<file path="src/rtl/spi_ram_ctrl.sv">
`default_nettype none
// ============================================================================
//  Module   : spi_ram_ctrl
//  Purpose  : Single-port byte RAM with a 2-bit command decoder, fed by the
//             words an SPI slave receives. Read data is handed back to the
//             SPI slave and held valid for TX_HOLD cycles so it can be
//             serialised on MISO.
//  Ports    : clk       - system clock, rising edge
//             rst       - synchronous active-high reset
//             rx_valid  - one-cycle strobe, din holds a complete word
//             din[9:0]  - [9:8] opcode, [7:0] address or data payload
//             dout[7:0] - read data towards the SPI slave
//             tx_valid  - dout valid, high for exactly TX_HOLD cycles
//             cmd_err   - one-cycle pulse for a rejected command
//  Opcodes  : 00 write address, 01 write data, 10 read address, 11 read data
//  Options  : SPI_RAM_AUTO_INC_EN - when defined, the write address advances
//             after each accepted write-data command and the read address
//             after each accepted read-data command (both wrap at
//             MEM_DEPTH-1), enabling burst transfers.
//  Revision : 1.0 - initial release
// ============================================================================
module spi_ram_ctrl #(
   parameter int MEM_DEPTH = 256,
   parameter int ADDR_SIZE = 8,
   parameter int TX_HOLD   = 9
) (
   input  logic       clk,
   input  logic       rst,
   input  logic       rx_valid,
   input  logic [9:0] din,
   output logic [7:0] dout,
   output logic       tx_valid,
   output logic       cmd_err
);

   localparam logic [1:0]           OP_WR_ADDR  = 2'b00;
   localparam logic [1:0]           OP_WR_DATA  = 2'b01;
   localparam logic [1:0]           OP_RD_ADDR  = 2'b10;
   localparam logic [1:0]           OP_RD_DATA  = 2'b11;
   localparam logic [7:0]           HOLD_RELOAD = 8'(TX_HOLD - 1);
`ifdef SPI_RAM_AUTO_INC_EN
   localparam logic [ADDR_SIZE-1:0] ADDR_LAST   = ADDR_SIZE'(MEM_DEPTH - 1);
`endif

   typedef enum logic [0:0] {
      S_IDLE = 1'b0,
      S_TX   = 1'b1
   } state_t;

   logic [7:0]           mem [0:MEM_DEPTH-1];

   state_t               state_q,   state_d;
   logic [7:0]           dout_q,    dout_d;
   logic                 cmd_err_q, cmd_err_d;
   logic [ADDR_SIZE-1:0] wr_addr_q, wr_addr_d;
   logic [ADDR_SIZE-1:0] rd_addr_q, rd_addr_d;
   logic                 wr_ok_q,   wr_ok_d;
   logic                 rd_ok_q,   rd_ok_d;
   logic [7:0]           hold_q,    hold_d;

   logic                 w_mem_we;
   logic [1:0]           w_op;
   logic [7:0]           w_payload;
   logic                 w_in_range;

   assign w_op       = din[9:8];
   assign w_payload  = din[7:0];
   assign w_in_range = (int'(w_payload) < MEM_DEPTH);

`ifdef SPI_RAM_AUTO_INC_EN
   function automatic logic [ADDR_SIZE-1:0] f_next_addr(input logic [ADDR_SIZE-1:0] a);
      return (a == ADDR_LAST) ? '0 : a + ADDR_SIZE'(1);
   endfunction
`endif

   // --------------------------------------------------------------------
   // Next-state / command decode
   // --------------------------------------------------------------------
   always_comb begin
      state_d   = state_q;
      dout_d    = dout_q;
      cmd_err_d = 1'b0;
      wr_addr_d = wr_addr_q;
      rd_addr_d = rd_addr_q;
      wr_ok_d   = wr_ok_q;
      rd_ok_d   = rd_ok_q;
      hold_d    = hold_q;
      w_mem_we  = 1'b0;

      // Hold countdown; a read-data command below overrides it (reload).
      case (state_q)
         S_TX: begin
            if (hold_q == 8'd0) state_d = S_IDLE;
            else                hold_d  = hold_q - 8'd1;
         end
         default: ;
      endcase

      if (rx_valid) begin
         case (w_op)
            OP_WR_ADDR: begin
               if (w_in_range) begin
                  wr_addr_d = w_payload;
                  wr_ok_d   = 1'b1;
               end else begin
                  cmd_err_d = 1'b1;
               end
            end
            OP_WR_DATA: begin
               if (wr_ok_q) begin
                  w_mem_we = 1'b1;
`ifdef SPI_RAM_AUTO_INC_EN
                  wr_addr_d = f_next_addr(wr_addr_q);
`endif
               end else begin
                  cmd_err_d = 1'b1;
               end
            end
            OP_RD_ADDR: begin
               if (w_in_range) begin
                  rd_addr_d = w_payload;
                  rd_ok_d   = 1'b1;
               end else begin
                  cmd_err_d = 1'b1;
               end
            end
            OP_RD_DATA: begin
               if (rd_ok_q) begin
                  // Read uses the address before any auto-increment.
                  dout_d  = mem[rd_addr_q];
                  state_d = S_TX;
                  hold_d  = HOLD_RELOAD;
`ifdef SPI_RAM_AUTO_INC_EN
                  rd_addr_d = f_next_addr(rd_addr_q);
`endif
               end else begin
                  cmd_err_d = 1'b1;
               end
            end
            default: ;
         endcase
      end
   end

   // --------------------------------------------------------------------
   // State register
   // --------------------------------------------------------------------
   always_ff @(posedge clk) begin
      if (rst) begin
         state_q   <= S_IDLE;
         dout_q    <= 8'd0;
         cmd_err_q <= 1'b0;
         wr_addr_q <= '0;
         rd_addr_q <= '0;
         wr_ok_q   <= 1'b0;
         rd_ok_q   <= 1'b0;
         hold_q    <= 8'd0;
      end else begin
         state_q   <= state_d;
         dout_q    <= dout_d;
         cmd_err_q <= cmd_err_d;
         wr_addr_q <= wr_addr_d;
         rd_addr_q <= rd_addr_d;
         wr_ok_q   <= wr_ok_d;
         rd_ok_q   <= rd_ok_d;
         hold_q    <= hold_d;
      end
   end

   // RAM array is deliberately not reset; reset only blocks the write.
   always_ff @(posedge clk) begin
      if (!rst && w_mem_we) mem[wr_addr_q] <= w_payload;
   end

   assign dout     = dout_q;
   assign tx_valid = (state_q == S_TX);
   assign cmd_err  = cmd_err_q;

endmodule
`default_nettype wire

</file>
<file path="config.mk">
export PLATFORM = sky130hd
export DESIGN_NAME = spi_ram_ctrl
export DESIGN_NICKNAME = d
export VERILOG_FILES = /design/src/rtl/spi_ram_ctrl.sv
export SDC_FILE = /design/constraint.sdc
export NUM_CORES = 2
export LEC_CHECK = 0
export BUFFER_PORTS_ARGS = -buffer_cell sky130_fd_sc_hd__buf_4
export CAP_MARGIN = 5
export CORE_ASPECT_RATIO = 1.4
export CORE_MARGIN = 4
export CORE_UTILIZATION = 45
export CTS_CLUSTER_SIZE = 24
export DETAILED_ROUTE_END_ITERATION = 6
export GPL_TIMING_DRIVEN = 1
export PLACE_DENSITY_LB_ADDON = 0.1
export SETUP_SLACK_MARGIN = 0.05
export SYNTH_ARGS = -nofsm -noshare
export SYNTH_HDL_FRONTEND = slang
export SYNTH_SLANG_ARGS = --single-unit
</file>
<file path="constraint.sdc">
create_clock -name clk -period 3.52 [get_ports clk]
set_clock_uncertainty 0.1 [all_clocks]
set_input_delay 0.704 -clock clk [delete_from_list [all_inputs] [get_ports clk]]
set_output_delay 0.704 -clock clk [all_outputs]
set_load 0.02 [all_outputs]
</file>
Word-level counts from Yosys, hierarchy flattened
Memories as Yosys holds them, arrays and structs flattened. A register that Yosys moved wholly into a read port is not among the register bits.
Cells that the tools add are included.
W data, S select, Z words.
{ "word_totals": {"regBits": 28, "ramBits": 2048, "inputBits": 13, "out_inout_bits": 10, "word_cells": 40, "memories": 1} }
{ "mem_list": {"columns": ["name", "words", "width", "read_ports", "rd_ports_with_merged_regs", "wr", "line", "text"], "rows": [
  ["mem", 256, 8, 1, 1, 1, "50", "logic [7:0] mem [0:MEM_DEPTH-1];"]
]} }
{ "classes": {"add_sub_neg": 1, "n_eq_ne": 3, "n_mux": 18, "bitwise_logic": 1, "n_reduce_logical": 9} }
{ "ops": {"columns": ["operator", "n"], "rows": [
  ["$mux W8", 5],
  ["$mux W1", 12],
  ["$logic_not A8 Y1", 1],
  ["$sub A8 B1 Y8 const B", 1],
  ["$eq A2 B2 Y1 const B", 2],
  ["$reduce_and A2 Y1", 2],
  ["$reduce_or A2 Y1", 2],
  ["$pmux W1 S3", 1],
  ["$reduce_and A3 Y1", 1],
  ["$eq A2 B1 Y1 const B", 1],
  ["$logic_not A2 Y1", 1],
  ["$logic_and A1 B1 Y1", 1],
  ["$logic_not A1 Y1", 1],
  ["$not A1 Y1", 1]
]} }

Depth between registers and ports, before layout
{ "depth": {"word_depth": 6, "depth_mapped": 13, "ltp_nobuf": 7} }

Worst setup path before layout
OpenSTA, ideal clock, no wires.
{ "synth_timing": {"path_kind": "input to register", "startpoint": "input rst", "endpoint": "memory mem[63][0], enable pin", "setup_time_ns": 0.370, "t_arrival_ns": 2.273, "t_required_ns": 3.050, "slack_ns": 0.777, "path_stages": 6, "path_buffers": 1, "path_cell_list": "nand3b_1 nor2b_1 nor3b_1 nand3_1 clkbuf_1 nor2_1"} }
{ "synth_between": {"elab_chain_len": 4} }
{ "synth_rtl": {"columns": ["element", "line", "text"], "rows": [
  ["start: declaration", "28", "input logic rst,"],
  ["$logic_not A1 Y1", "172", "if (!rst && w_mem_we) mem[wr_addr_q] <= w_payload;"],
  ["$logic_and A1 B1 Y1", "172", null],
  ["$mux W1", "172", null],
  ["$mux W1 (implied by the code)", "172", null],
  ["end: declaration", "50", null]
]} }
Every way passes these cells.

==> run summary <==
Crit start category -> flop
# clock sinks -> 2084
Register bit total from synthesis -> 2084
Setup crit end kind -> flop
Gate power share -> 3.6%
Internal Pwr Total -> 39.0 mW
Mapped Cells -> 3914
Final core utilization -> 52.2%
Non-Filler Instances -> 7080
Fmax -> 0.284 GHz
Clk_lat worst skew -> 0.82 ns
Status -> finished, final reports clean
HPWL after detailed placement -> 148000 um
Yosys cell types -> 72
Pre-CTS WS -> -0.334 ns
CTS H-tree lvls -> 4
Fraction of registers with async set/reset -> 0%
Post-Syn Area -> 82000 um^2
WL/cell -> 31.8 um
WP data required -> 4.16 ns
Rows -> 185
Syn Nets -> 3929
Worst slew pin tran -> 1.03 ns
Root Driver -> clkbuf_16
Dpl cells -> 6712
Post-synthesis sequential area ratio -> 75.9%
Clk slew on worst S/H paths -> 0.06 ns
Largest net degree at the start of global routing -> 133
Hold Crit Class -> in2reg
Worst rel slew slack -> 30.8%
CTS tree -> built
Num ports -> 23
Die width -> 369 um
Post-synth EDFFs -> 2048
# nets final -> 4497
DIE AREA -> 189000 um^2
PD cells -> 520 nW/um^2
First-pass GRT wire length -> 321000 um
Setup violators final -> 0
Chip height -> 513 um
Leakage -> 29.6 nW
Main synth FF type -> edfxtp_1
Initial antenna violation count -> 4
Final Hold Vio Count -> 0
Gpl congestion -> 0.834
Final WS setup -> 0.00431 ns
Critical Path Max Stage Delay -> 0.76 ns
Layout cell share with drive strength beyond 1 -> 27.0%
Drt initial violations -> 3595
Sw power -> 10.2 mW
Drt pass-1 iters -> 5
Cell taking the most area after synthesis -> edfxtp_1
Worst path slowest cell -> a2111oi_1
Gr ovfl total -> 0
CTS max path bufs -> 3
DR vias -> 41300
Vias in the first global route -> 42600
Crit-path max FO -> 20
Post-route antenna net violation count -> 0
Synth area leaders -> edfxtp_1, mux4_2, mux4_1, mux2i_1, nor2_1
Critical-path cell list -> or3b_2, o22ai_1, a2111oi_0, buf_4, a2111oi_1, nand2_1, o211ai_2
Area Growth Syn to Fin -> 15.5%
Initial Utilization -> 45.2%
Port Buffers -> 22
Final period utilization -> 99.9%
Final min period -> 3.52 ns
Fin Setup TNS -> 0 ns
RSZ-0062 raised after global routing -> true
Switching Share -> 20.7%
Clock Power Share -> 41.0%
Worst vdd ir -> 0.357 mV
Core area -> 181000 um^2
Synth top area share -> 75.0%
CTS buffer count -> 194
WS Path Type -> reg2reg
# DRC -> 0
WP data arrival -> 4.16 ns
Sequential share of power -> 55.4%
Via density -> 5.83
Final WL -> 225000 um
Post-Syn Area per Cell -> 20.9 um^2
GRT Total Usage -> 23.9%
Ys Warns -> 0
Slew Viols, Final -> 0
MaxCap Viol Count -> 0
==> repair_timing <==
item / 4_1_cts / 5_1_grt
hold buffers: 1 / 0
pin swaps: 0 / 0
buffers inserted: 4 / 0
hold endpoints to repair: 1 / 0
gates resized for setup: 6 / 2
setup endpoints to repair: 5 / 2
==> cells in the mapped netlist (26+ instances only) <==
cell type	count
a22oi_1	42
nand3_1	50
a21oi_1	45
buf_6	28
buf_12	26
o221ai_1	27
mux4_1	104
mux4_2	342
edfxtp_1	2048
nor2_1	311
o22ai_1	72
clkbuf_1	71
buf_2	49
nor3_1	30
o21ai_0	29
dfxtp_1	36
mux2i_1	214
nand2_1	92
==> stage by stage <==
step                total power [mW]  hold slack, ns  cell area (um^2)
finish                          49.2           0.145             94600
floorplan                       28.6           0.332             82000
detailed placement              29.6           0.375             88500
CTS                             49.7          0.0702             94600
global route                    50.8           0.101             94600
global placement                29.5           0.354             88500
==> power by group through the flow <==
stage                     clock (mW)  combinational [mW]  sequential, mW
after detailed placement           0                1.78            27.8
final                           20.2                1.75            27.3
after global placement             0                1.76            27.8
after global routing            21.7                1.85            27.2
after floorplan                    0               0.812            27.8
after CTS                       20.7                1.79            27.3
==> worst paths after layout <==
check / start / endpoint / slack, ns / cells after the start
max: rd_addr_q[2]$_SDFFE_PP0P_ / dout[6]$_SDFFE_PP0P_ / 0.004 / 7
min: rst / cmd_err$_SDFF_PP0_ / 0.15 / 3
max reg2reg: rd_addr_q[2]$_SDFFE_PP0P_ / dout[6]$_SDFFE_PP0P_ / 0.004 / 7
min reg2reg: hold_q[2]$_SDFF_PP0_ / hold_q[2]$_SDFF_PP0_ / 0.38 / 2
==> layer usage <==
layer | part of all wire [%] | up-vias | track usage (%)
met2 | 53 | 1174 | 43.1
met3 | 4.3 | 316 | 3.14
met1 | 39 | 22300 | 30.1
li1 | - | 17500 | -
met5 | 0 | - | 0
met4 | 3.3 | 0 | 7.11
==> area by class of cell <==
type | instances | area, um^2
Clock buffer | 250 | 5210
Timing Repair Buffer | 607 | 5440
Multi-Input combinational cell | 1590 | 17800
Clock inverter | 109 | 818
Inverter | 5 | 23.8
Sequential cell | 2084 | 62200
Fill cell | 14300 | 86600
Antenna cell | 4 | 10.0
Tap cell | 2431 | 3040
==> layout by cell type, fill, tap and decap left out, types with 12 or more instances in the layout <==
| cell | n |
|---|---|
| nor2_1 | 310 |
| edfxtp_1 | 2048 |
| nand3_1 | 46 |
| mux4_2 | 342 |
| clkbuf_1 | 49 |
| o21ai_0 | 29 |
| nor2b_1 | 12 |
| clkinv_2 | 31 |
| buf_12 | 66 |
| mux2i_1 | 214 |
| nor3_1 | 29 |
| mux2_2 | 14 |
| a2111oi_0 | 14 |
| a21oi_1 | 45 |
| o22ai_1 | 72 |
| o221ai_1 | 27 |
| a211oi_1 | 24 |
| nand2_1 | 91 |
| dfxtp_1 | 32 |
| a22oi_1 | 42 |
| buf_4 | 531 |
| clkbuf_16 | 201 |
| mux4_1 | 104 |
| clkinv_1 | 56 |
==> critical path, delay by kind of cell, from the launching register on <==
| kind | cells | cell delay (ns) |
|---|---|---|
| AO/OA/AOI/OAI | 4 | 1.41 |
| flip-flops | 1 | 0.59 |
| buffers and inverters | 1 | 0.20 |
| AND/OR/NAND/NOR | 2 | 1.10 |
==> logic make-up after synthesis <==
kind of cell | after synthesis | share of synthesized area [%]
flops | 2084 | 75.9
mux | 676 | 15.6
simple gates | 571 | 3.05
compound gates | 336 | 2.95
buf+inv | 240 | 2.42
xor+xnor | 5 | 0.0534
fa+ha+maj | 2 | 0.0305
==> registers in the layout, indices dropped and copies added (netlist names) <==
| name | flops |
|---|---|
| cmd_err | 1 |
| dout | 8 |
| wr_ok_q | 1 |
| wr_addr_q | 8 |
| mem | 2048 |
| rd_addr_q | 8 |
| tx_valid | 1 |
| rd_ok_q | 1 |
| hold_q | 8 |
Note: power is estimated with default switching activity, not from simulation.
